File: config.mk
export PLATFORM = sky130hd
export DESIGN_NAME = instr_fifo
export DESIGN_NICKNAME = d
export VERILOG_FILES = /design/src/rtl/instr_fifo.sv
export SDC_FILE = /design/constraint.sdc
export NUM_CORES = 1
export LEC_CHECK = 0
export BUFFER_PORTS_ARGS = -buffer_cell sky130_fd_sc_hd__buf_4
export CAP_MARGIN = 10
export CORE_MARGIN = 2
export CORE_UTILIZATION = 66
export CTS_CLUSTER_SIZE = 8
export DETAILED_ROUTE_END_ITERATION = 8
export GPL_TIMING_DRIVEN = 0
export PLACE_DENSITY = 0.84
export SLEW_MARGIN = 0
export SYNTH_ARGS = -nofsm -noshare
export SYNTH_HDL_FRONTEND = slang
export SYNTH_SLANG_ARGS = --single-unit
File: constraint.sdc
create_clock -name clk -period 9.8 [get_ports clk]
set_clock_uncertainty 0.2 [all_clocks]
set_input_delay 2.45 -clock clk [delete_from_list [all_inputs] [get_ports clk]]
set_output_delay 2.45 -clock clk [all_outputs]
set_load 0.02 [all_outputs]
File: src/rtl/instr_fifo.sv
// Instruction buffer between instr_fetch and the decoder: 2**ADDR_W-deep FIFO
// with a registered pop/valid read port, occupancy count and sticky error flags.
module instr_fifo #(
    parameter int DATA_W       = 64,
    parameter int ADDR_W       = 4,
    parameter int AFULL_THRESH = 14
) (
    input  logic              clk,
    input  logic              rst_n,
    input  logic              flush,
    input  logic              wr_en,
    input  logic [DATA_W-1:0] wr_data,
    output logic              full,
    output logic              almost_full,
    input  logic              rd_en,
    output logic [DATA_W-1:0] rd_data,
    output logic              rd_valid,
    output logic              empty,
    output logic [ADDR_W:0]   count,
    output logic              overflow,
    output logic              underflow
);

    localparam int              DEPTH   = 1 << ADDR_W;
    localparam logic [ADDR_W:0] DEPTH_C = (ADDR_W + 1)'(DEPTH);
    localparam logic [ADDR_W:0] AFULL_C = (ADDR_W + 1)'(AFULL_THRESH);

    logic [DATA_W-1:0] mem [DEPTH];

    logic [ADDR_W-1:0] wr_ptr_reg, wr_ptr_next;
    logic [ADDR_W-1:0] rd_ptr_reg, rd_ptr_next;
    logic [ADDR_W:0]   count_reg, count_next;
    logic [DATA_W-1:0] rd_data_reg, rd_data_next;
    logic              rd_valid_reg, rd_valid_next;
    logic              overflow_reg, overflow_next;
    logic              underflow_reg, underflow_next;

    logic              push_acc;
    logic              pop_acc;
    logic [DEPTH-1:0]  wr_sel;

    // Status flags come from the count register alone, so full never depends
    // combinationally on wr_en and the fetch-side handshake stays loop-free.
    assign full        = (count_reg == DEPTH_C);
    assign empty       = (count_reg == '0);
    assign almost_full = (count_reg >= AFULL_C);

    assign push_acc = wr_en & ~full  & ~flush;
    assign pop_acc  = rd_en & ~empty & ~flush;

    generate
        for (genvar gi = 0; gi < DEPTH; gi++) begin : g_wr_sel
            assign wr_sel[gi] = push_acc && (wr_ptr_reg == ADDR_W'(gi));
        end
    endgenerate

    // Storage is deliberately left out of reset.
    always_ff @(posedge clk) begin
        for (int i = 0; i < DEPTH; i++) begin
            if (wr_sel[i]) begin
                mem[i] <= wr_data;
            end
        end
    end

    always_comb begin
        wr_ptr_next    = wr_ptr_reg;
        rd_ptr_next    = rd_ptr_reg;
        count_next     = count_reg;
        rd_data_next   = rd_data_reg;
        rd_valid_next  = 1'b0;
        overflow_next  = overflow_reg;
        underflow_next = underflow_reg;

        if (flush) begin
            wr_ptr_next    = '0;
            rd_ptr_next    = '0;
            count_next     = '0;
            overflow_next  = 1'b0;
            underflow_next = 1'b0;
        end else begin
            rd_valid_next = pop_acc;
            if (push_acc) begin
                wr_ptr_next = wr_ptr_reg + 1'b1;
            end
            if (pop_acc) begin
                rd_ptr_next  = rd_ptr_reg + 1'b1;
                rd_data_next = mem[rd_ptr_reg];
            end
            case ({push_acc, pop_acc})
                2'b10:   count_next = count_reg + 1'b1;
                2'b01:   count_next = count_reg - 1'b1;
                default: count_next = count_reg;
            endcase
            if (wr_en && full) begin
                overflow_next = 1'b1;
            end
            if (rd_en && empty) begin
                underflow_next = 1'b1;
            end
        end
    end

    always_ff @(posedge clk or negedge rst_n) begin
        if (!rst_n) begin
            wr_ptr_reg    <= '0;
            rd_ptr_reg    <= '0;
            count_reg     <= '0;
            rd_data_reg   <= '0;
            rd_valid_reg  <= 1'b0;
            overflow_reg  <= 1'b0;
            underflow_reg <= 1'b0;
        end else begin
            wr_ptr_reg    <= wr_ptr_next;
            rd_ptr_reg    <= rd_ptr_next;
            count_reg     <= count_next;
            rd_data_reg   <= rd_data_next;
            rd_valid_reg  <= rd_valid_next;
            overflow_reg  <= overflow_next;
            underflow_reg <= underflow_next;
        end
    end

    assign count     = count_reg;
    assign rd_data   = rd_data_reg;
    assign rd_valid  = rd_valid_reg;
    assign overflow  = overflow_reg;
    assign underflow = underflow_reg;

endmodule

==> flow_metrics.env <==
export IMPL_htreeDepth=4
export IMPL_final_core_utilization_pct=79.42
export IMPL_start_kind="input port"
export IMPL_ys_seq_area_share_pct=77.79
export IMPL_crit_type="in2reg"
export IMPL_postSynthCellCount=1683
export IMPL_nets=2126
export IMPL_finalSetupViolations=0
export IMPL_wl_per_cell_um=41.06
export IMPL_drtIter0Drc=3841
export IMPL_die_h_um=256.6
export IMPL_worst_setup_path_end_kind="flop"
export IMPL_grt_start_max_net_pins=51
export IMPL_largest_register_ffs=1024
export IMPL_post_cts_buffers=0
export IMPL_arrival_ns=5.94
export IMPL_portBuffers=140
export IMPL_dieWidth_um=256.6
export IMPL_clkTransAtPathRegs_ns=0.05
export IMPL_final_cell_area_um2=50100
export IMPL_fin_crit_ns=5.704
export IMPL_syn_nets=1759
export IMPL_clkLatencyLatePin_ns=0.75
export IMPL_fin_crit_sh_pct=58.21
export IMPL_vdd_drop_max_mv=0.2220
export IMPL_status="finished, final reports clean"
export IMPL_grt_pass1_vias=22940
export IMPL_worst_slack_ns=4.096
export IMPL_num_rows=92
export IMPL_slew_headroom_pct=21.89
export IMPL_antenna_left=0
export IMPL_rrSetupSlack_ns=5.44
export IMPL_grt_pass1_wl_um=171100
export IMPL_worstMarginPinSlew_ns=1.169
export IMPL_antenna_found_initial=10
export IMPL_cts_hold_buf=0
export IMPL_required_ns=10.03
export IMPL_dp_hpwl_um=60890
export IMPL_vias_per_cell=7.411
export IMPL_syn_area_per_cell_um2=25.02
export IMPL_drc=0
export IMPL_holdWs_ns=0.3076
export IMPL_num_vias=22440
export IMPL_fmax_mhz=175.3
export IMPL_hp_class="reg2reg"
export IMPL_p_leak_nw=16.24
export IMPL_slew_violations=0
export IMPL_cts_resized=0
export IMPL_start_util_pct=66.74
export IMPL_powerDensity_nw_per_um2=270.8
export IMPL_mappedNetlistArea_um2=42100
export IMPL_grt_overflow=0
export IMPL_path_max_fanout=9
export IMPL_syn_to_final_growth_pct=18.99
export IMPL_cts_buffer_depth=3
export IMPL_place_area_um2=45540
export IMPL_cts_buffers=155
export IMPL_cap_violations=0
export IMPL_grt_util_met2_pct=60.57
export IMPL_cts_sinks=1104
export IMPL_first_pass_iters=5
export IMPL_cts_root_buf="clkbuf_16"
export IMPL_place_ws_ns=3.743
export IMPL_hold_viol=0
export IMPL_synth_warnings=0
export IMPL_synth_seq_cells=1104
export IMPL_grt_util_met3_pct=9.500
export IMPL_wl_um=124300
export IMPL_ios=144
export IMPL_cts_tree="yes"
export IMPL_layout_drive_gt1_share_pct=37.89
export IMPL_rsz0062_at_grt="false"
export IMPL_track_usage_pct=37.70
export IMPL_ys_types=40
export IMPL_busiest_layer="met2"
export IMPL_use_met1_pct=48.22
export IMPL_die_area_um2=65830
export IMPL_place_gp_congestion=0.7773
export IMPL_core_area_um2=63080
==> routing by layer <==
metal	vias up	part of all wire, %
met2	2365	51
met3	446	12
li1	8003	-
met5	-	0.037
met4	8	5.4
met1	11620	32
==> area by class of cell <==
| cell class | instances | area (µm²) |
|---|---|---|
| clock buffers | 275 | 4436 |
| fillers | 2754 | 12980 |
| diodes | 7 | 17.52 |
| multi-input cells | 486 | 8861 |
| clock inverters | 7 | 83.83 |
| repair buffers | 210 | 2290 |
| well taps | 846 | 1059 |
| flip-flops and latches | 1104 | 32750 |
| plain buffers | 88 | 580.6 |
| inverters | 5 | 18.77 |
==> Yosys cell counts (all sizes together) <==
cell type / count / area, µm²
a21bo: 1 / 10.01
a21boi: 1 / 7.510
a21oi: 6 / 30.03
a31o: 1 / 8.760
a31oi: 3 / 18.77
and2: 2 / 12.51
and3: 1 / 6.260
and3b: 1 / 8.760
buf: 44 / 415.4
clkbuf: 44 / 165.2
dfrtp: 80 / 2002
edfxtp: 1024 / 30750
ha: 7 / 87.58
inv: 5 / 18.77
mux2: 65 / 915.9
mux2i: 5 / 50.05
mux4: 320 / 7207
nand2: 10 / 37.54
nand2b: 2 / 12.51
nand3: 1 / 5.000
nand4: 2 / 12.51
nor2: 30 / 112.6
nor3: 6 / 30.03
nor3b: 1 / 7.510
nor4: 2 / 18.77
o2111ai: 1 / 8.760
o211ai: 1 / 7.510
o21ai: 5 / 36.28
o22ai: 1 / 6.260
or3: 1 / 6.260
or4: 1 / 7.510
xnor2: 3 / 26.28
xor2: 6 / 52.55
==> cell usage in the layout (no fill, tap or decap), types with 6 or more instances in the layout <==
cell / count
ha_1: 7
nand2_1: 10
a21oi_1: 6
mux2_2: 16
buf_4: 149
mux4_2: 320
buf_12: 18
dfrtp_1: 80
clkbuf_16: 160
buf_2: 11
buf_6: 49
edfxtp_1: 1024
xor2_1: 6
diode_2: 7
clkbuf_1: 159
mux2_4: 49
nor2_4: 12
buf_16: 18
buf_8: 8
nor2_1: 18
==> cells by family (layout without fill, tap and decap cells) <==
logic type	after synthesis	in the layout	share of synthesized area, %
compound gates	20	20	0.3180
simple gates	60	60	0.6598
buf+inv	93	585	1.424
flops	1104	1104	77.79
fa+ha+maj	7	7	0.2080
mux	390	390	19.41
xor+xnor	9	9	0.1872
other cells	0	7	0
==> metrics by stage <==
stage / total power, mW / instances / setup TNS, ns
after floorplan: 7.467 / 1683 / 0
after global placement: 8.246 / 2669 / -1420.98
after detailed placement: 8.364 / 2738 / 0
after CTS: 13.49 / 3020 / 0
after global routing: 13.85 / 3025 / 0
final: 13.57 / 3028 / 0
==> worst max-delay path, stage by stage <==
cell	delay [ns]
clkbuf_1	0.32
a21boi_1	0.77
and2_1	0.32
nand2_1	0.34
nor3_2	0.73
buf_6	0.28
buf_6	0.18
buf_6	0.17
buf_6	0.17
buf_6	0.17
==> final timing paths <==
| check | startpoint | end | cells after the start |
|---|---|---|---|
| worst min-delay path | rd_data[47] | rd_data[47] | 1 |
| max in group asynchronous | rst_n | rd_data[18] | 2 |
| worst max-delay path | wr_en | mem[1][16] | 10 |
| worst min register to register | rd_data[47] | rd_data[47] | 1 |
| min in group asynchronous | rst_n | rd_data[49] | 1 |
| worst max register to register | count[2] | mem[1][16] | 11 |
==> where the power goes <==
part,switching (mW),total [mW],internal (mW)
combinational,1.52,2.97,1.45
sequential,0.156,5.52,5.37
clock,2.04,5.07,3.04
total,3.71,13.6,9.85
(Power assumes the default switching activity.)
